===== src/rtl/pc_sequencer.sv =====
// Program sequencer: PC register with increment, jump, call/return stack and
// vectored, non-nesting interrupt entry/exit. pc drives the program memory address.
module pc_sequencer #(
    parameter int unsigned ADDR_W      = 10,
    parameter int unsigned STACK_DEPTH = 8,
    parameter int unsigned N_IRQ       = 4,
    parameter int unsigned IRQ_BASE    = 'h3C0,
    parameter int unsigned IRQ_STRIDE  = 4,
    localparam int unsigned SP_W       = $clog2(STACK_DEPTH + 1)
) (
    input  logic              clk,
    input  logic              reset,
    input  logic              s_inc,
    input  logic              s_jal,
    input  logic              s_ret,
    input  logic              s_reti,
    input  logic [ADDR_W-1:0] dir_salto,
    input  logic [N_IRQ-1:0]  irq,
    input  logic              irq_en,
    input  logic              clr_err,
    output logic [ADDR_W-1:0] pc,
    output logic              in_isr,
    output logic [N_IRQ-1:0]  irq_ack,
    output logic [SP_W-1:0]   sp_level,
    output logic              stack_ovf,
    output logic              stack_unf
);

    localparam int unsigned    PTR_W    = $clog2(STACK_DEPTH);
    localparam logic [SP_W-1:0] FULL_LVL = SP_W'(STACK_DEPTH);

    logic [ADDR_W-1:0] stack_mem [STACK_DEPTH];
    logic [ADDR_W-1:0] pc_seq;
    logic [ADDR_W-1:0] irq_vec;
    logic [ADDR_W-1:0] stack_top;
    logic [N_IRQ-1:0]  irq_onehot;
    logic [31:0]       irq_idx;
    logic              irq_take;
    logic              do_call;
    logic              do_pop;
    logic              do_push;
    logic              full;
    logic              empty;

    // Lowest-numbered active request wins; scan downwards so the last hit is the lowest.
    always_comb begin
        irq_idx    = '0;
        irq_onehot = '0;
        for (int i = N_IRQ - 1; i >= 0; i--) begin
            if (irq[i]) begin
                irq_idx       = 32'(i);
                irq_onehot    = '0;
                irq_onehot[i] = 1'b1;
            end
        end
    end

    assign pc_seq    = pc + ADDR_W'(1);
    assign irq_vec   = ADDR_W'(IRQ_BASE + irq_idx * IRQ_STRIDE);
    assign full      = (sp_level == FULL_LVL);
    assign empty     = (sp_level == '0);
    assign stack_top = stack_mem[PTR_W'(sp_level - SP_W'(1))];

    // Interrupts only enter on sequential cycles, so a pending call/return is never lost.
    assign irq_take = irq_en & ~in_isr & (|irq) & s_inc;
    assign do_pop   = ~s_inc & (s_ret | s_reti);
    assign do_call  = ~s_inc & s_jal & ~s_ret & ~s_reti;
    assign do_push  = irq_take | do_call;

    // Stack contents carry no reset; only sp_level defines which entries are valid.
    always_ff @(posedge clk) begin
        if (do_push && !full) begin
            stack_mem[PTR_W'(sp_level)] <= pc_seq;
        end
    end

    always_ff @(posedge clk or posedge reset) begin
        if (reset) begin
            pc        <= '0;
            sp_level  <= '0;
            in_isr    <= 1'b0;
            irq_ack   <= '0;
            stack_ovf <= 1'b0;
            stack_unf <= 1'b0;
        end else begin
            irq_ack   <= irq_take ? irq_onehot : '0;
            stack_ovf <= (do_push & full) | (stack_ovf & ~clr_err);
            stack_unf <= (do_pop & empty) | (stack_unf & ~clr_err);

            if (do_push && !full) begin
                sp_level <= sp_level + SP_W'(1);
            end else if (do_pop && !empty) begin
                sp_level <= sp_level - SP_W'(1);
            end

            if (irq_take) begin
                pc     <= irq_vec;
                in_isr <= 1'b1;
            end else if (do_pop) begin
                pc <= empty ? pc_seq : stack_top;
                if (s_reti) begin
                    in_isr <= 1'b0;
                end
            end else if (s_inc) begin
                pc <= pc_seq;
            end else begin
                pc <= dir_salto;
            end
        end
    end

endmodule


===== config.mk =====
export PLATFORM = sky130hd
export DESIGN_NAME = pc_sequencer
export DESIGN_NICKNAME = d
export VERILOG_FILES = /design/src/rtl/pc_sequencer.sv
export SDC_FILE = /design/constraint.sdc
export NUM_CORES = 1
export LEC_CHECK = 0
export ABC_AREA = 1
export CAP_MARGIN = 40
export CORE_AREA = 2 2 135 85
export CTS_BUF_LIST = sky130_fd_sc_hd__clkbuf_8
export CTS_CLUSTER_SIZE = 12
export DETAILED_ROUTE_END_ITERATION = 10
export DIE_AREA = 0 0 137 87
export GPL_ROUTABILITY_DRIVEN = 1
export PLACE_DENSITY = 0.67
export SLEW_MARGIN = 20
export SYNTH_ARGS = -nofsm -noshare
export SYNTH_HDL_FRONTEND = slang
export SYNTH_SLANG_ARGS = --single-unit

===== constraint.sdc =====
create_clock -name clk -period 2.2 [get_ports clk]
set_input_delay 0.33 -clock clk [delete_from_list [all_inputs] [get_ports clk]]
set_output_delay 0.33 -clock clk [all_outputs]
set_load 0.02 [all_outputs]

==> results of run 1 <==
power by group through the flow:
stage / clock network (mW) / logic, mW / registers [mW]
floorplan: 0 / 2.19 / 2.98
global placement: 0 / 3.77 / 2.84
global route: 1.19 / 4.22 / 2.85
finish: 1.07 / 3.86 / 2.82
CTS: 1.09 / 3.81 / 2.81
detailed placement: 0 / 3.79 / 2.85
worst max-delay path by stage:
stage	startpoint	to	slack, ps	cells past startpoint
6_report	sp_level[0]	sp_level[0]	110	2
3_3_place_gp	irq[0]	stack_mem[1][7]	110	9
2_1_floorplan	sp_level[0]	stack_mem[6][0]	3	8
5_1_grt	sp_level[0]	sp_level[0]	10	2
3_5_place_dp	s_inc	stack_mem[1][2]	40	9
4_1_cts	sp_level[0]	sp_level[0]	50	2
what timing repair did:
item,CTS,global route
pin swaps,0,0
endpoints found under the setup margin,1,1
resized for setup,1,2
buffers inserted,0,0
hold buffers,0,0
cells by family (layout without fill, tap and decap cells):
| kind of cell | after synthesis | after routing | share of synthesized area |
|---|---|---|---|
| and+or+nand+nor | 242 | 242 | 0.240 |
| DFF | 101 | 101 | 0.624 |
| buffers and inverters | 57 | 129 | 0.0554 |
| AOI/OAI and AO/OA | 39 | 39 | 0.0498 |
| xor gates and xnor gates | 9 | 9 | 0.0200 |
| adders and majority gates | 4 | 4 | 0.0107 |
routing by layer:
metal | global-route usage | routed length (µm) | vias to the layer above
met1 | 0.354 | 6050 | 1697
met3 | 0.0745 | 1280 | 11
met2 | 0.294 | 5030 | 162
met4 | 0.0450 | 99 | 0
met5 | 0 | 0 | -
li1 | - | - | 1648
cells in the mapped netlist (2+ instances only):
master,number,area [µm²]
sky130_fd_sc_hd__o21ai_1,16,80.1
sky130_fd_sc_hd__inv_1,35,131
sky130_fd_sc_hd__dfrtp_1,21,526
sky130_fd_sc_hd__inv_4,2,12.5
sky130_fd_sc_hd__o21ai_0,6,30.0
sky130_fd_sc_hd__buf_6,2,22.5
sky130_fd_sc_hd__nand3b_1,2,15.0
sky130_fd_sc_hd__a21boi_1,2,15.0
sky130_fd_sc_hd__nand2_1,117,439
sky130_fd_sc_hd__nor2_2,3,18.8
sky130_fd_sc_hd__o211ai_1,3,22.5
sky130_fd_sc_hd__nor2_1,50,188
sky130_fd_sc_hd__nand2_4,5,56.3
sky130_fd_sc_hd__buf_2,9,45.0
sky130_fd_sc_hd__nand3_2,2,20.0
sky130_fd_sc_hd__nand3_1,46,230
sky130_fd_sc_hd__a21oi_1,6,30.0
sky130_fd_sc_hd__nor3_1,2,10.0
sky130_fd_sc_hd__nor4_4,2,42.5
sky130_fd_sc_hd__inv_2,5,18.8
sky130_fd_sc_hd__nor3_2,6,60.1
sky130_fd_sc_hd__buf_4,4,30.0
sky130_fd_sc_hd__ha_1,4,50.1
sky130_fd_sc_hd__xor2_1,7,61.3
sky130_fd_sc_hd__o22ai_1,2,12.5
sky130_fd_sc_hd__edfxtp_1,80,2400
sky130_fd_sc_hd__nand4_1,3,18.8
final cells by class:
type | count | area, µm² | area share
Clock inverter | 6 | 37.5 | 0.00669
Multi-Input combinational cell | 294 | 1510 | 0.269
Clock buffer | 10 | 138 | 0.0245
Timing Repair Buffer | 71 | 658 | 0.117
Inverter | 42 | 163 | 0.0290
Tap cell | 144 | 180 | 0.0321
Sequential cell | 101 | 2930 | 0.522
worst register-to-register path, stage by stage, from the launching register on:
cell,delay [ps]
sky130_fd_sc_hd__dfrtp_1,520
sky130_fd_sc_hd__ha_1,250
sky130_fd_sc_hd__nand3_2,110
sky130_fd_sc_hd__nor3_2,270
sky130_fd_sc_hd__nand2_1,80
sky130_fd_sc_hd__nand2_1,90
sky130_fd_sc_hd__and2_1,370
stage by stage:
step,std cells,area [µm²],power (mW)
floorplan,452,4700,5.17
global placement,652,5430,6.61
detailed placement,652,5430,6.64
CTS,668,5610,7.72
global route,668,5610,8.26
finish,668,5610,7.76
flip-flops by register name, indices dropped and copies added, names as in the netlist:
signal     count
pc            10
in_isr         1
stack_unf      1
stack_mem     80
sp_level       4
irq_ack        4
stack_ovf      1
layout by cell type (no fill, tap or decap), types with 3 or more instances in the layout:
| cell type | netlist | layout |
|---|---|---|
| sky130_fd_sc_hd__edfxtp_1 | 80 | 80 |
| sky130_fd_sc_hd__nor2_2 | 3 | 3 |
| sky130_fd_sc_hd__o21ai_1 | 16 | 16 |
| sky130_fd_sc_hd__inv_1 | 35 | 35 |
| sky130_fd_sc_hd__nor2_1 | 50 | 50 |
| sky130_fd_sc_hd__nor3_2 | 6 | 6 |
| sky130_fd_sc_hd__nand2_1 | 117 | 117 |
| sky130_fd_sc_hd__buf_4 | 4 | 27 |
| sky130_fd_sc_hd__a21oi_1 | 6 | 6 |
| sky130_fd_sc_hd__nand2_4 | 5 | 5 |
| sky130_fd_sc_hd__clkbuf_8 | 0 | 10 |
| sky130_fd_sc_hd__xor2_1 | 7 | 7 |
| sky130_fd_sc_hd__clkdlybuf4s50_1 | 0 | 42 |
| sky130_fd_sc_hd__o211ai_1 | 3 | 3 |
| sky130_fd_sc_hd__nand3_1 | 46 | 46 |
| sky130_fd_sc_hd__dfrtp_1 | 21 | 20 |
| sky130_fd_sc_hd__o21ai_0 | 6 | 6 |
| sky130_fd_sc_hd__inv_2 | 5 | 5 |
| sky130_fd_sc_hd__nand4_1 | 3 | 3 |
| sky130_fd_sc_hd__ha_1 | 4 | 3 |
==> impl_metrics.json, run 1 <==
{
  "finalHoldViolations": 0,
  "max_slew.worst_pin.slew_ps": 517,
  "worst-r2r-cell-count": 6,
  "netlist_instances": 452,
  "p_sw_mw": 3.48,
  "swShare": 0.448,
  "path_cells": "buf_8 -> clkdlybuf4s50_1",
  "drive_above_1_share": 0.147,
  "remaining_drc_errors": 0,
  "r2r_setup_slack_ps": 260,
  "synth.cell_area_um2": 4690,
  "p_int_mw": 4.28,
  "yosysSeqAreaShare": 0.624,
  "yosysWarningCount": 0,
  "power_frac_seq": 0.364,
  "tritoncts": "built",
  "achievable-frequency_ghz": 0.478,
  "power.share.clock": 0.139,
  "die_width_um": 137,
  "rows": 30,
  "globalRoute.totalOverflow": 0,
  "run_status": "finished clean",
  "syn-num-nets": 478,
  "number_of_flip_flops_and_latches_in_the_synthesized_netlist": 101,
  "end_of_flow_core_utilization": 0.519,
  "drtAntennaViolNets": 0,
  "clk_latency_ps": 370,
  "worst_ep_arrival_time_ps": 1760,
  "start_kind": "register",
  "fp.dieArea_um2": 11900,
  "post-place-ws_ps": 36.8,
  "min-delay-path-class": "in2async",
  "core_um2": 10800,
  "number_of_global_route_vias_before_repair": 3393,
  "final_net_count": 545,
  "crit_reg_reg_endpoint": "stack_mem[4][8]",
  "cts-buffers-inserted": 9,
  "minimum_setup_slack_in_the_final_design_ps": 109,
  "worst_ep_required_time_ps": 1870,
  "unrepaired_setup_endpoints_after_global_routing": "no",
  "synthesis.area_per_instance_um2": 10.4,
  "ios": 43,
  "total_routing_usage_gr": 0.224,
  "final_min_period_over_clock_period": 0.951,
  "syn2layout_area_growth_pct": 19.6,
  "total_leakage_power_nw": 2.28,
  "clk_path_buf_depth": 2,
  "initial_util": 0.434,
  "htree_levels": 3,
  "numClockSinks": 101,
  "timing.clock.skew_ps": 14.8,
  "path_class": "reg2out",
  "final_max_slew_viol_count": 0,
  "wl_per_cell_um": 18.7,
  "setup_total_negative_slack_ps": 0,
  "vias_after_detailed_routing": 3518,
  "cap_violations": 0,
  "slowest_cp_cell": "sky130_fd_sc_hd__clkdlybuf4s50_1",
  "gp_routability_congestion": 0.841,
  "clk_pin_slew_ps": 100,
  "worst_slew_margin_relative_to_its_limit": 0.653,
  "wl_um": 12500,
  "critPathBufInv": 2,
  "postSynth.asyncResetShare": 0.208,
  "worstSetupEndpointType": "primary output",
  "cpPeakStageDelay_ps": 680,
  "route.detailed.vias_per_inst": 5.27,
  "detailed_place_hpwl_um": 8800,
  "worst_ir_drop_vdd_mv": 1.48,
  "synth_cell_type_count": 37,
  "antenna_cells_inserted": 0,
  "antenna_found_initial": 0,
  "timing.final.crit_period_ps": 2090,
  "crit_fanout": 46,
  "synth_enable_flop_cells": 80,
  "report.final.setup_viol": 0,
  "fillers": 987,
  "first_pass_grt_wire_length_um": 19100,
  "drt_first_pass_iters": 5,
  "cpLargestDelayFamily": "buffers and inverters",
  "worst_r2r_startpoint": "pc[0]",
  "power.share.combinational": 0.498,
  "number_of_violations_reported_at_the_end_of_detailed_routing_iteration_0": 472,
  "grt_start_max_net_pins": 47,
  "port_buffers": 42,
  "root_cell_of_the_clock_tree": "sky130_fd_sc_hd__clkbuf_8",
  "worst_hold_slack_ps": 300,
  "synth_top_flop_cell": "sky130_fd_sc_hd__edfxtp_1",
  "die_y_um": 87,
  "pwr_density_cell_nw_per_um2": 1380
}
Note: power is estimated with default switching activity, not from simulation.
==> run 2, diff against run 1 <==
--- a/config.mk
+++ b/config.mk
@@ -12,8 +12,10 @@
 export CTS_CLUSTER_SIZE = 12
 export DETAILED_ROUTE_END_ITERATION = 10
 export DIE_AREA = 0 0 137 87
+export DONT_BUFFER_PORTS = 1
 export GPL_ROUTABILITY_DRIVEN = 1
-export PLACE_DENSITY = 0.67
+export PLACE_DENSITY = 0.62
+export RECOVER_POWER = 100
 export SLEW_MARGIN = 20
 export SYNTH_ARGS = -nofsm -noshare
 export SYNTH_HDL_FRONTEND = slang
==> impl_metrics.json, run 2 (synthesized netlist as in run 1, its figures left out) <==
{
  "path_class": "reg2reg",
  "total_routing_usage_gr": 0.191,
  "detailed_place_hpwl_um": 7580,
  "fp.dieArea_um2": 11900,
  "clk_path_buf_depth": 2,
  "grt_util_met1": 0.304,
  "drtAntennaViolNets": 0,
  "first_pass_grt_wire_length_um": 16700,
  "htree_levels": 3,
  "min-delay-path-class": "in2reg",
  "timing.final.crit_period_ps": 2030,
  "tritoncts": "built",
  "max_reg_flops": 80,
  "top_regs": "stack_mem x80, pc x10",
  "number_of_violations_reported_at_the_end_of_detailed_routing_iteration_0": 289,
  "power_frac_seq": 0.404,
  "antenna_found_initial": 0,
  "wl_per_cell_um": 17.6,
  "run_status": "finished clean",
  "worstSetupEndpointType": "register",
  "p_int_mw": 4.10,
  "rows": 30,
  "grt_start_max_net_pins": 47,
  "grt.met3_usage": 0.0413,
  "cts-buffers-inserted": 9,
  "gp_routability_congestion": 0.799,
  "root_cell_of_the_clock_tree": "sky130_fd_sc_hd__clkbuf_8",
  "core_um2": 10800,
  "drt_first_pass_iters": 5,
  "worst_slew_margin_relative_to_its_limit": 0.309,
  "post_cts_resize_count": 0,
  "die_width_um": 137,
  "crit_fanout": 45,
  "swShare": 0.439,
  "worst_hold_slack_ps": 67.7,
  "numClockSinks": 101,
  "post-place-ws_ps": 240,
  "cts_hold_repair.buffers": 2,
  "largest_reg_by_ff_count": "stack_mem",
  "power.share.clock": 0.177,
  "number_of_global_route_vias_before_repair": 2929,
  "globalRoute.totalOverflow": 0,
  "cap_violations": 0,
  "unrepaired_setup_endpoints_after_global_routing": "no",
  "placed_cells": 603,
  "worst_ep_required_time_ps": 2240,
  "route.detailed.vias_per_inst": 5.22,
  "clk_latency_ps": 370,
  "design_power_total_mw": 7.32,
  "final-instance-count-excl-fill": 621,
  "cts_setup_buffers": 0,
  "remaining_drc_errors": 0,
  "ios": 43,
  "postLayoutCellArea_um2": 5100,
  "dpl-instance-area_um2": 4950,
  "pwr_density_cell_nw_per_um2": 1430,
  "end_of_flow_core_utilization": 0.472,
  "total_leakage_power_nw": 2.07,
  "minimum_setup_slack_in_the_final_design_ps": 169,
  "worst_ir_drop_vdd_mv": 0.919,
  "vias_after_detailed_routing": 3240,
  "clk_pin_slew_ps": 90,
  "grt.busiest_layer": "met1",
  "finalHoldViolations": 0,
  "port_buffers": 0,
  "initial_util": 0.434,
  "final_net_count": 498,
  "worst_ep_arrival_time_ps": 2070,
  "final_max_slew_viol_count": 0,
  "max_slew.worst_pin.slew_ps": 1040,
  "power.share.combinational": 0.419,
  "final_min_period_over_clock_period": 0.923,
  "layout.cells.most_common_list": "sky130_fd_sc_hd__nand2_1 (118), sky130_fd_sc_hd__edfxtp_1 (80), sky130_fd_sc_hd__nor2_1 (50), sky130_fd_sc_hd__nand3_1 (47), sky130_fd_sc_hd__inv_1 (36)",
  "grt_use_met2": 0.261,
  "timing.clock.skew_ps": 14.8,
  "start_kind": "register",
  "wl_um": 10900,
  "drive_above_1_share": 0.117,
  "setup_total_negative_slack_ps": 0,
  "report.final.setup_viol": 0,
  "antenna_cells_inserted": 0,
  "achievable-frequency_ghz": 0.492,
  "die_y_um": 87,
  "p_sw_mw": 3.21,
  "syn2layout_area_growth_pct": 8.72,
  "layout.cells.most_common": "sky130_fd_sc_hd__nand2_1"
}
==> run 2: cell count changes in the layout (fill, tap and decap cells not counted), moves of 5 or more <==
cell and delta:
sky130_fd_sc_hd__clkdlybuf4s50_1 -42, sky130_fd_sc_hd__buf_4 -23, sky130_fd_sc_hd__clkbuf_2 +10, sky130_fd_sc_hd__clkbuf_1 +7
sky130_fd_sc_hd__nor3_1 +5, sky130_fd_sc_hd__nor3_2 -5
==> run 2: worst paths after layout <==
path / from / to / slack, ps / cells after the start
setup / recovery: sp_level[0] / stack_mem[0][3] / 170 / 5
hold / removal: clr_err / stack_ovf / 70 / 1
setup reg to reg: sp_level[0] / stack_mem[0][3] / 170 / 5
hold reg to reg: stack_mem[4][9] / pc[9] / 610 / 4
max in group asynchronous: reset / sp_level[1] / 740 / 3
min in group asynchronous: reset / stack_ovf / 280 / 2
==> run 2: cell type report <==
| class | count | area, µm² |
|---|---|---|
| clock buffers | 9 | 124 |
| repair buffers | 24 | 134 |
| flip-flops and latches | 101 | 2930 |
| multi-input cells | 294 | 1480 |
| clock inverters | 7 | 97.6 |
| inverters | 42 | 163 |
| fillers | 1014 | 5710 |
| well taps | 144 | 180 |
==> run 2: per-layer routing <==
| metal | vias up | wire length (µm) |
|---|---|---|
| met5 | - | 0 |
| met4 | 0 | 114 |
| met3 | 14 | 658 |
| met2 | 99 | 4640 |
| met1 | 1580 | 5500 |
| li1 | 1547 | - |
==> run 2: critical path, stage by stage, from the launching register on <==
cell,delay (ps)
sky130_fd_sc_hd__dfrtp_2,430
sky130_fd_sc_hd__inv_4,70
sky130_fd_sc_hd__clkbuf_4,480
sky130_fd_sc_hd__nand3_1,220
sky130_fd_sc_hd__nor2_1,170
sky130_fd_sc_hd__clkbuf_2,340
==> run 2: power groups by stage <==
stage	registers (mW)	logic [mW]	clock network, mW
global placement	2.99	3.09	0
detailed placement	3.00	3.13	0
floorplan	2.98	2.19	0
CTS	2.96	3.15	1.32
global route	2.98	3.40	1.38
finish	2.95	3.07	1.30
==> run 3, diff against run 2 <==
--- a/config.mk
+++ b/config.mk
@@ -7,14 +7,14 @@
 export LEC_CHECK = 0
 export ABC_AREA = 1
 export CAP_MARGIN = 40
-export CORE_AREA = 2 2 135 85
+export CORE_AREA = 2 2 119 75
 export CTS_BUF_LIST = sky130_fd_sc_hd__clkbuf_8
 export CTS_CLUSTER_SIZE = 12
 export DETAILED_ROUTE_END_ITERATION = 10
-export DIE_AREA = 0 0 137 87
+export DIE_AREA = 0 0 121 77
 export DONT_BUFFER_PORTS = 1
 export GPL_ROUTABILITY_DRIVEN = 1
-export PLACE_DENSITY = 0.62
+export PLACE_DENSITY = 0.77
 export RECOVER_POWER = 100
 export SLEW_MARGIN = 20
 export SYNTH_ARGS = -nofsm -noshare
==> impl_metrics.json, run 3 (synthesized netlist as in run 1, its figures left out) <==
{
  "initial_util": 0.570,
  "gp_routability_congestion": 0.974,
  "drt_first_pass_iters": 5,
  "clk_path_buf_depth": 2,
  "grt_start_max_net_pins": 47,
  "crit_fanout": 13,
  "antenna_cells_inserted": 0,
  "antenna_found_initial": 0,
  "layout.cells.most_common_list": "sky130_fd_sc_hd__nand2_1 (118), sky130_fd_sc_hd__edfxtp_1 (80), sky130_fd_sc_hd__nor2_1 (51), sky130_fd_sc_hd__nand3_1 (47), sky130_fd_sc_hd__inv_1 (36)",
  "fp.dieArea_um2": 9320,
  "minimum_setup_slack_in_the_final_design_ps": 151,
  "final-instance-count-excl-fill": 590,
  "final_max_slew_viol_count": 0,
  "final_net_count": 499,
  "clk_latency_ps": 390,
  "total_leakage_power_nw": 2.06,
  "wl_per_cell_um": 20.7,
  "worst_ir_drop_vdd_mv": 0.911,
  "layout.cells.most_common": "sky130_fd_sc_hd__nand2_1",
  "numClockSinks": 101,
  "worst_setup_path_startpoint": "in_isr",
  "r2r_setup_slack_ps": 150,
  "clk_pin_slew_ps": 100,
  "first_pass_grt_wire_length_um": 18600,
  "worst_ep_required_time_ps": 2290,
  "ios": 43,
  "tritoncts": "built",
  "cts_setup_buffers": 0,
  "rows": 26,
  "globalRoute.totalOverflow": 0,
  "detailed_place_hpwl_um": 8530,
  "number_of_global_route_vias_before_repair": 3225,
  "vias_after_detailed_routing": 3446,
  "route.detailed.vias_per_inst": 5.84,
  "run_status": "finished clean",
  "drive_above_1_share": 0.111,
  "report.final.setup_viol": 0,
  "wl_um": 12200,
  "path_cells": "inv_1 -> nand2_1 -> nor2_1 -> nand2_1 -> nand2_4 -> nand2_4 -> nor4_1 -> buf_4",
  "path_class": "reg2reg",
  "number_of_violations_reported_at_the_end_of_detailed_routing_iteration_0": 573,
  "finalHoldViolations": 0,
  "syn2layout_area_growth_pct": 7.09,
  "largest_reg_by_ff_count": "stack_mem",
  "max_slew.worst_pin.slew_ps": 963,
  "die_y_um": 77,
  "worst_hold_slack_ps": 21.1,
  "cap_violations": 0,
  "start_kind": "register",
  "unrepaired_setup_endpoints_after_global_routing": "no",
  "core_um2": 8230,
  "worst_r2r_startpoint": "in_isr",
  "top_regs": "stack_mem x80, pc x10",
  "min_from": "clr_err",
  "timing.final.crit_period_ps": 2050,
  "remaining_drc_errors": 0,
  "total_routing_usage_gr": 0.280,
  "max_reg_flops": 80,
  "root_cell_of_the_clock_tree": "sky130_fd_sc_hd__clkbuf_8",
  "die_width_um": 121,
  "post-place-ws_ps": 255,
  "min-delay-path-class": "in2reg",
  "setup_total_negative_slack_ps": 0,
  "design_power_total_mw": 7.54,
  "pwr_density_cell_nw_per_um2": 1500,
  "timing.clock.skew_ps": 13.1,
  "htree_levels": 3,
  "drtAntennaViolNets": 0,
  "worst_slew_margin_relative_to_its_limit": 0.358,
  "cpPeakStageDelay_ps": 480,
  "cts-buffers-inserted": 9,
  "final_min_period_over_clock_period": 0.931,
  "port_buffers": 0,
  "worst_ep_arrival_time_ps": 2140,
  "worstSetupEndpointType": "register",
  "placed_cells": 571,
  "slowest_cp_cell": "sky130_fd_sc_hd__dfrtp_1",
  "achievable-frequency_ghz": 0.488
}
## run 3: path summary, 6_finish.rpt
path	end	cells after the start
hold reg to reg	stack_unf	2
setup reg to reg	stack_mem[6][6]	8
min in group asynchronous	stack_unf	2
max in group asynchronous	irq_ack[1]	3
hold / removal	stack_ovf	1
setup / recovery	stack_mem[6][6]	8
## run 3: timing repair
action,CTS,global route
hold buffers,0,1
resized for setup,0,0
endpoints found under the hold margin,0,5
## run 3: critical path, delay by kind of cell (launching register included)
| family | cells | cell delay (ps) |
|---|---|---|
| buffers and inverters | 2 | 340 |
| DFF | 1 | 480 |
| and+or+nand+nor | 6 | 930 |
## run 3: per-stage QoR
stage | cell area, µm² | util
after CTS | 5120 | 0.622
after detailed placement | 4920 | 0.598
after floorplan | 4700 | -
after global routing | 5030 | 0.611
after global placement | 4920 | 0.598
final | 5030 | 0.611
## run 3: power by group
group / switching (mW) / total, mW / leakage [nW] / internal (mW)
Clock: 0.664 / 1.20 / 0.105 / 0.534
Combinational: 2.49 / 3.41 / 0.972 / 0.916
Sequential: 0.336 / 2.94 / 0.985 / 2.60
Total: 3.49 / 7.54 / 2.06 / 4.05
## run 3: layout make-up
| type | instances | area [µm²] |
|---|---|---|
| repair buffers | 25 | 143 |
| clock buffers | 9 | 124 |
| clock inverters | 7 | 75.1 |
| multi-input cells | 294 | 1450 |
| flip-flops and latches | 101 | 2930 |
| inverters | 42 | 163 |
| fillers | 657 | 3200 |
| well taps | 112 | 140 |
## run 3: metal layers
layer,vias to the layer above,routed length (µm),track usage
li1,1552,-,-
met1,1645,5040,0.417
met2,228,5140,0.366
met3,21,1790,0.120
met4,0,238,0.0930
met5,-,0,0
